### config.mk
export PLATFORM = sky130hd
export DESIGN_NAME = ixc_assign_arb
export DESIGN_NICKNAME = d
export VERILOG_FILES = /design/src/rtl/ixc_assign_arb_pkg.sv /design/src/rtl/ixc_rr_pick.sv /design/src/rtl/ixc_assign_arb.sv
export SDC_FILE = /design/constraint.sdc
export NUM_CORES = 1
export LEC_CHECK = 0
export BUFFER_PORTS_ARGS = -buffer_cell sky130_fd_sc_hd__buf_2
export CAP_MARGIN = 20
export CORE_UTILIZATION = 51
export DETAILED_ROUTE_END_ITERATION = 8
export PLACE_DENSITY = 0.95
export RECOVER_POWER = 50
export SETUP_SLACK_MARGIN = 0.15
export SLEW_MARGIN = 20
export SYNTH_ARGS = -nofsm -noshare
export SYNTH_HDL_FRONTEND = slang
export SYNTH_HIERARCHICAL = 1
export SYNTH_SLANG_ARGS = --single-unit
### constraint.sdc
create_clock -name clk -period 4.32 [get_ports clk]
set_input_delay 0.216 -clock clk [delete_from_list [all_inputs] [get_ports clk]]
set_output_delay 0.216 -clock clk [all_outputs]
set_load 0.02 [all_outputs]
### src/rtl/ixc_assign_arb_pkg.sv
// Shared definitions for the ixc_assign channel arbiter.
//   - arbiter state encoding
//   - clog2 helper that sizes requester index fields
//   - default channel geometry (19-bit assign slice, 4 requesters)
package ixc_assign_arb_pkg;

  localparam int unsigned DefaultW    = 19;
  localparam int unsigned DefaultNreq = 4;

  typedef enum logic [0:0] {
    StIdle,
    StGrant
  } arb_state_e;

  // Ceiling log2, never less than 1 so an index field always has at least one bit.
  function automatic int unsigned clog2(input int unsigned n);
    int unsigned r;
    r = 1;
    for (int unsigned i = 1; i < 32; i++) begin
      if ((32'd1 << i) < n) begin
        r = i + 1;
      end
    end
    return r;
  endfunction

endpackage

### src/rtl/ixc_rr_pick.sv
// Round-robin candidate search: first set bit of req starting at ptr, wrapping
// modulo NREQ.
//   req   - candidate request vector
//   ptr   - index the search starts from (0..NREQ-1)
//   idx   - index of the first set bit found
//   found - at least one bit of req is set
module ixc_rr_pick
  import ixc_assign_arb_pkg::*;
#(
  parameter int unsigned NREQ = DefaultNreq
) (
  input  logic [NREQ-1:0]         req,
  input  logic [clog2(NREQ)-1:0]  ptr,
  output logic [clog2(NREQ)-1:0]  idx,
  output logic                    found
);

  localparam int unsigned SW = clog2(NREQ);
  localparam logic [SW-1:0] LastIdx = SW'(NREQ - 1);

  logic [SW-1:0] cand;

  always_comb begin
    idx   = '0;
    found = 1'b0;
    cand  = ptr;
    for (int unsigned i = 0; i < NREQ; i++) begin
      if (!found && req[cand]) begin
        found = 1'b1;
        idx   = cand;
      end
      cand = (cand == LastIdx) ? '0 : cand + 1'b1;
    end
  end

endmodule

### src/rtl/ixc_assign_arb.sv
// Round-robin, burst-locking arbiter sharing one W-bit ixc_assign channel among
// NREQ requesters. A grant is held until the owner's last beat is accepted, or
// until the owner has shown no valid beat for IDLE_TO granted cycles.
//   clk, rst_n   - clock, asynchronous active-low reset
//   req_valid    - per-requester beat valid
//   req_data     - requester i data at [i*W +: W]
//   req_last     - per-requester last-beat flag
//   req_ready    - beat from requester i accepted this cycle
//   out_valid    - registered channel beat valid
//   out_data     - registered channel data (assign slice R input)
//   out_src      - requester that produced out_data
//   out_last     - registered last flag
//   out_ready    - downstream accepts the beat
//   busy         - a grant is currently held
//   err_timeout  - one-cycle pulse when the idle watchdog releases a grant
module ixc_assign_arb
  import ixc_assign_arb_pkg::*;
#(
  parameter int unsigned NREQ    = DefaultNreq,
  parameter int unsigned W       = DefaultW,
  parameter int unsigned IDLE_TO = 15
) (
  input  logic                   clk,
  input  logic                   rst_n,
  input  logic [NREQ-1:0]        req_valid,
  input  logic [NREQ*W-1:0]      req_data,
  input  logic [NREQ-1:0]        req_last,
  output logic [NREQ-1:0]        req_ready,
  output logic                   out_valid,
  output logic [W-1:0]           out_data,
  output logic [clog2(NREQ)-1:0] out_src,
  output logic                   out_last,
  input  logic                   out_ready,
  output logic                   busy,
  output logic                   err_timeout
);

  localparam int unsigned SW = clog2(NREQ);
  localparam int unsigned CW = 8;
  localparam logic [SW-1:0] LastIdx   = SW'(NREQ - 1);
  localparam logic [CW-1:0] IdleLimit = CW'(IDLE_TO);

  arb_state_e    state_q, state_d;
  logic [SW-1:0] owner_q, owner_d;
  logic [SW-1:0] rr_ptr_q, rr_ptr_d;
  logic [CW-1:0] idle_cnt_q, idle_cnt_d;
  logic          timeout_d;

  logic [SW-1:0] pick_idx;
  logic          pick_found;
  logic [SW-1:0] owner_next;
  logic          owner_valid;
  logic          owner_last;
  logic [W-1:0]  owner_data;
  logic          load;

  ixc_rr_pick #(
    .NREQ (NREQ)
  ) u_pick (
    .req   (req_valid),
    .ptr   (rr_ptr_q),
    .idx   (pick_idx),
    .found (pick_found)
  );

  assign owner_valid = req_valid[owner_q];
  assign owner_last  = req_last[owner_q];
  assign owner_data  = req_data[owner_q*W +: W];
  assign owner_next  = (owner_q == LastIdx) ? '0 : owner_q + 1'b1;

  // Accept a beat only while granted and the output register is free or draining.
  assign load = (state_q == StGrant) && owner_valid && (!out_valid || out_ready);
  assign busy = (state_q == StGrant);

  always_comb begin
    req_ready = '0;
    if (load) begin
      req_ready[owner_q] = 1'b1;
    end
  end

  always_comb begin
    state_d    = state_q;
    owner_d    = owner_q;
    rr_ptr_d   = rr_ptr_q;
    idle_cnt_d = idle_cnt_q;
    timeout_d  = 1'b0;
    case (state_q)
      StIdle: begin
        idle_cnt_d = '0;
        if (pick_found) begin
          owner_d = pick_idx;
          state_d = StGrant;
        end
      end
      StGrant: begin
        if (owner_valid) begin
          // A valid owner beat, accepted or backpressured, is not idleness.
          idle_cnt_d = '0;
          if (load && owner_last) begin
            rr_ptr_d = owner_next;
            state_d  = StIdle;
          end
        end else if (idle_cnt_q + 1'b1 == IdleLimit) begin
          idle_cnt_d = '0;
          rr_ptr_d   = owner_next;
          state_d    = StIdle;
          timeout_d  = 1'b1;
        end else begin
          idle_cnt_d = idle_cnt_q + 1'b1;
        end
      end
      default: begin
        state_d = StIdle;
      end
    endcase
  end

  always_ff @(posedge clk or negedge rst_n) begin
    if (!rst_n) begin
      state_q     <= StIdle;
      owner_q     <= '0;
      rr_ptr_q    <= '0;
      idle_cnt_q  <= '0;
      err_timeout <= 1'b0;
    end else begin
      state_q     <= state_d;
      owner_q     <= owner_d;
      rr_ptr_q    <= rr_ptr_d;
      idle_cnt_q  <= idle_cnt_d;
      err_timeout <= timeout_d;
    end
  end

  // Output stage: data/src/last only change on a load, so a stalled beat stays stable.
  always_ff @(posedge clk or negedge rst_n) begin
    if (!rst_n) begin
      out_valid <= 1'b0;
      out_data  <= '0;
      out_src   <= '0;
      out_last  <= 1'b0;
    end else if (load) begin
      out_valid <= 1'b1;
      out_data  <= owner_data;
      out_src   <= owner_q;
      out_last  <= owner_last;
    end else if (out_ready) begin
      out_valid <= 1'b0;
    end
  end

endmodule

Word level (Yosys, flattened, before mapping):

Index checks and enable logic that the tools add are counted.
Widths: inputs -> output; s select.

* magnitude comparators: 6
* multiply operators: 1
* mux-type cells: 43
* shifts and indexed selects: 1
* bitwise operators: 1
* add/subtract/negate cells: 5
* equal/unequal tests: 6
* reduce and logical (&&, ||, !) cells: 16

Operators by type and width (number)
* $shiftx 76x8->19: 1
* $mux 2: 11
* $mux 1: 20
* $mux 8: 2
* $pmux 8 s2: 1
* $lt 2x3->1 const B: 5
* $bmux 1 s2: 6
* $add 2x1->2 const B: 4
* $add 8x1->8 const B: 1
* $eq 2x2->1 const B: 4
* $eq 8x4->1 const B: 1
* $logic_and 1x1->1: 7
* $mul 2x5->7 const B: 1
* $logic_not 1->1: 4
* $mux 4: 1
* $reduce_bool 2->1: 2
* $reduce_and 3->1: 1
* $demux 1 s2: 1
* $ge 2x1->1 const B: 1
* $ne 2x1->1 const B: 1
* $pmux 1 s2: 1
* $reduce_and 2->1: 1
* $logic_or 1x1->1: 1
* $not 1->1: 1

* output and inout port bits: 29
* register bits after elaboration: 37
* word-level logic and storage cells: 88

Depth between registers and ports, before layout:

* word-level depth: 14
* depth in mapped cells: 9

Cells and area by module:

Netlist, hierarchy kept.

Modules (own cells, without submodules)
* ixc_assign_arb: cells each 166, instances 1, area each 2244.7 um2
* ixc_rr_pick: cells each 41, instances 1, area each 285.3 um2

Worst setup path before layout:

No wires, ideal clock.

* kind: register to register
* start: register rr_ptr_q[0]
* end: register owner_q[0]
* arrival time: 1873 ps
* path slack: 2319 ps
* required time: 4192 ps
* clock period less this slack: 2001 ps
* stages on the path, launching flop included: 10
* cell sequence: dfrtp_1 ha_1 buf_6 or4b_1 o31a_1 o2bb2ai_1 nand2_1 nor2b_1 nand2_1 o21ai_0

* cells in the longest elaborated chain, start to end: 13

RTL lines
* start: declaration: RTL line ixc_assign_arb.sv:45 `logic [SW-1:0] rr_ptr_q, rr_ptr_d;`
* start signal: assignment: RTL line ixc_assign_arb.sv:129 `rr_ptr_q <= rr_ptr_d;`
* parallel branches: the longest is 11 deep, another holds $add 2x1->2
* $mux 1 *: RTL line ixc_rr_pick.sv:28 `if (!found && req[cand]) begin`
* named net pick_found: RTL line ixc_assign_arb.sv:50 `logic pick_found;`
* $reduce_and 2->1 (no source line) *
* end signal: assignment: RTL line ixc_assign_arb.sv:128 `owner_q <= owner_d;`
* end: declaration: RTL line ixc_assign_arb.sv:44 `logic [SW-1:0] owner_q, owner_d;`

Mark *: on every way through the listed nets, which the timed path passes. The select of a mux whose other input is x is not followed.
A chain may end at the register's enable or synchronous reset.

Final worst setup path:

* start: register rr_ptr_q[0]
* end: register owner_q[1]

The elaborated chain is that of the path after synthesis.

==> impl_results.md <==
- Top delay family on crit path: adder cells
- Reg-to-reg slack, setup: 1720 ps
- DRT iter0 DRCs: 200
- Gate power share: 57.7%
- Syn_area_per_cell: 12.2 um2
- Multi-input logic area: 1500 um2
- Dpl hpwl: 5320 um
- Endpoints failing setup: 0
- Worst ir drop on vdd: 0.000430 V
- Clock power share: 11.6%
- Met3 usage: 6.67%
- CP startpoint kind: register
- GR Util met2: 49.3%
- Worst endpoint required time: 4490 ps
- Post-Route WL: 6910 um
- Hold WC Path Type: in2reg
- Fill cells: 352
- All-Layer GR Usage: 27.1%
- RSZ-0062 raised after global routing: no
- CTS tree: done
- Sequential share of power: 30.7%
- Gpl congestion: 0.862
- Slew margin rel.: -30.6%
- Final ANT Viol Nets: 0
- Vias: 2233
- Netlist cell types: 55
- Layout cell share with drive strength beyond 1: 50.3%
- Status: finished with violations
- Std-Cell Rows: 25
- Pre-antenna DRT Iters: 4
- Peak Freq: 384 MHz
- Post-synth top flop: dfrtp_1
- Initial antenna violation count: 0
- Initial Utilization: 53.2%
- Routed wire per std cell: 18.0 um
- Global routing's busiest layer: met2
- P_leak: 1.44 nW
- Area growth from synthesis to layout: 25.8%
- Post-Syn Area: 2530 um2
- Register Area: 926 um2
- Ys Warns: 6
- Largest net degree at the start of global routing: 38
- Vias per cell: 5.83
- Clk root buf: clkbuf_8
- Crit path buf inv count: 0
- Global-route wire length before repair: 10700 um
- Worst Tran Pin Value: 1960 ps
- I/O Buffers: 115
- Core area: 4750 um2
- CP arrival: 2770 ps
- Period minus WS final: 2600 ps
- Fin. max-slew vios: 38
- CTS Buffer Depth: 2
- Max FO, Critical Path: 15
- CP max stage delay: 600 ps
- PwrDens: 655 nW/um2
- Worst Clk Skew: 5.40 ps
- Met1 Use GR: 29.6%
- CTS Hold Bufs: 0
- H-tree depth: 2
- Failing checks: max-capacitance violations, max-slew violations
- Final Cell Area: 3180 um2
- Clock Latency Late Sink: 290 ps
- Cts repair resizes: 0
- Num CTS Buffers: 5
- Die H: 72.4 um
- CP max stage cell: ha_1
- Final hold violations: 0
- Critical-path cell list: ha_1 -> mux2i_1 -> mux2i_1 -> o32ai_1 -> nand2_1 -> nor2b_1 -> nand2_1 -> o21ai_0
- Critical setup path kind: reg2reg
- Int Pwr: 0.00118 W
- Cell Area, Placed: 3120 um2
- FF+latch count, synth: 37
- EDFF count, synth: 0
- Hold WS: 265 ps
- Max_cap viols: 1
- Number of global-route vias before repair: 2366
- ANT cells: 0
- Setup ws final: 1720 ps
- IO Pins: 116
- TNS Setup: 0 ps
- Worst Setup End Kind: register
- Drc violations: 0
- Fin nets: 409
- Die W: 72.4 um
- Synthesized instance count: 207
- Setup bufs post-CTS: 0
- Die ar.: 5250 um2
- Clk sink count: 37
- Worst-path clk slew: 70 ps
- Async set or reset register ratio after synthesis: 100%
- Switch share: 43.4%
- Grt ovf: 0
- Post-synthesis sequential area ratio: 36.6%
- Period utilisation layout: 60.3%
- Pre-CTS setup slack: 1800 ps
- Syn Nets: 301
- Sw Pwr: 0.000906 W
==> sequential cells by signal (all words and copies together) (netlist names) <==
| name | flops |
|---|---|
| idle_cnt_q | 8 |
| out_valid | 1 |
| owner_q | 2 |
| out_data | 19 |
| busy | 1 |
| out_src | 2 |
| rr_ptr_q | 2 |
| err_timeout | 1 |
| out_last | 1 |
==> logic make-up (layout without fill, tap and decap cells) <==
logic type | count (synthesis) | in the layout | share of synthesized area [%]
simple gates | 50 | 50 | 11.0
xor+xnor | 6 | 6 | 2.08
mux | 50 | 50 | 31.8
fa+ha+maj | 7 | 7 | 3.46
flops | 37 | 37 | 36.6
compound gates | 35 | 35 | 10.8
buf+inv | 22 | 131 | 4.30
==> final cells by class <==
| cell class | count | share of cell area [%] |
|---|---|---|
| clock buffer | 7 | 2.40 |
| multi-input combinational | 148 | 47.0 |
| clock inverter | 1 | 0.236 |
| inverter | 6 | 0.708 |
| sequential | 37 | 29.1 |
| timing repair buffer | 117 | 18.0 |
| tap | 67 | 2.63 |
==> power groups by stage <==
| stage | combinational, W | sequential (W) | clock, W |
|---|---|---|---|
| 2_1_floorplan | 0.000830 | 0.000719 | 0 |
| 3_3_place_gp | 0.00116 | 0.000628 | 0 |
| 3_5_place_dp | 0.00122 | 0.000640 | 0 |
| 4_1_cts | 0.00122 | 0.000636 | 0.000245 |
| 5_1_grt | 0.00129 | 0.000662 | 0.000262 |
| 6_report | 0.00120 | 0.000640 | 0.000241 |
==> path summary, 6_finish.rpt <==
check | startpoint | end | cells after the start
min | out_ready | out_valid | 3
max | rr_ptr_q[0] | owner_q[1] | 8
max reg2reg | rr_ptr_q[0] | owner_q[1] | 8
max in group asynchronous | rst_n | out_data[14] | 1
min in group asynchronous | rst_n | err_timeout | 1
min reg2reg | out_data[0] | out_data[0] | 1
==> cells in the mapped netlist, drive strengths merged (2+ instances only) <==
| cell | instances | area (um2) |
|---|---|---|
| clkbuf | 5 | 18.8 |
| o21bai | 2 | 26.3 |
| a221o | 2 | 20.0 |
| nand2 | 11 | 41.3 |
| nand4 | 2 | 12.5 |
| xor2 | 3 | 26.3 |
| nand2b | 2 | 20.0 |
| dfrtp | 37 | 926 |
| o22ai | 2 | 12.5 |
| mux2 | 26 | 300 |
| nor2 | 14 | 52.6 |
| nand3 | 3 | 15.0 |
| and4b | 2 | 20.0 |
| a21boi | 2 | 15.0 |
| mux4 | 21 | 473 |
| xnor2 | 3 | 26.3 |
| mux2i | 3 | 30.0 |
| inv | 6 | 22.5 |
| and2 | 5 | 31.3 |
| a31oi | 2 | 12.5 |
| ha | 7 | 87.6 |
| buf | 11 | 67.6 |
| a21oi | 4 | 23.8 |
| nand3b | 3 | 22.5 |
| o21ai | 9 | 56.3 |
==> layout by cell type, fill, tap and decap left out, drive strengths merged, types with 2 or more instances in the layout <==
cell / netlist / routed
a21boi: 2 / 2
a21oi: 4 / 4
a221o: 2 / 2
a31oi: 2 / 2
and2: 5 / 5
and4b: 2 / 2
buf: 11 / 102
clkbuf: 5 / 22
dfrtp: 37 / 37
ha: 7 / 7
inv: 6 / 6
mux2: 26 / 26
mux2i: 3 / 3
mux4: 21 / 21
nand2: 11 / 11
nand2b: 2 / 2
nand3: 3 / 3
nand3b: 3 / 3
nand4: 2 / 2
nor2: 14 / 14
o21ai: 9 / 9
o21bai: 2 / 2
o22ai: 2 / 2
xnor2: 3 / 3
xor2: 3 / 3
==> tightest hold or removal path, cell delays in order <==
cell and delay (ps):
buf_2 80, nand2b_1 160, nand2_1 70
==> per-layer routing <==
metal / wire, um / vias up
li1: - / 1001
met1: 2520 / 1103
met2: 3800 / 107
met3: 401 / 22
met4: 201 / 0
met5: 0 / -
==> metrics by stage <==
step	cells	power, W	utilization [%]
after floorplan	207	0.00155	-
after global placement	375	0.00179	65.6
after detailed placement	375	0.00186	65.6
after CTS	383	0.00210	67.3
after global routing	383	0.00221	66.9
final	383	0.00209	66.9
Power figures use the tool's default switching activity.
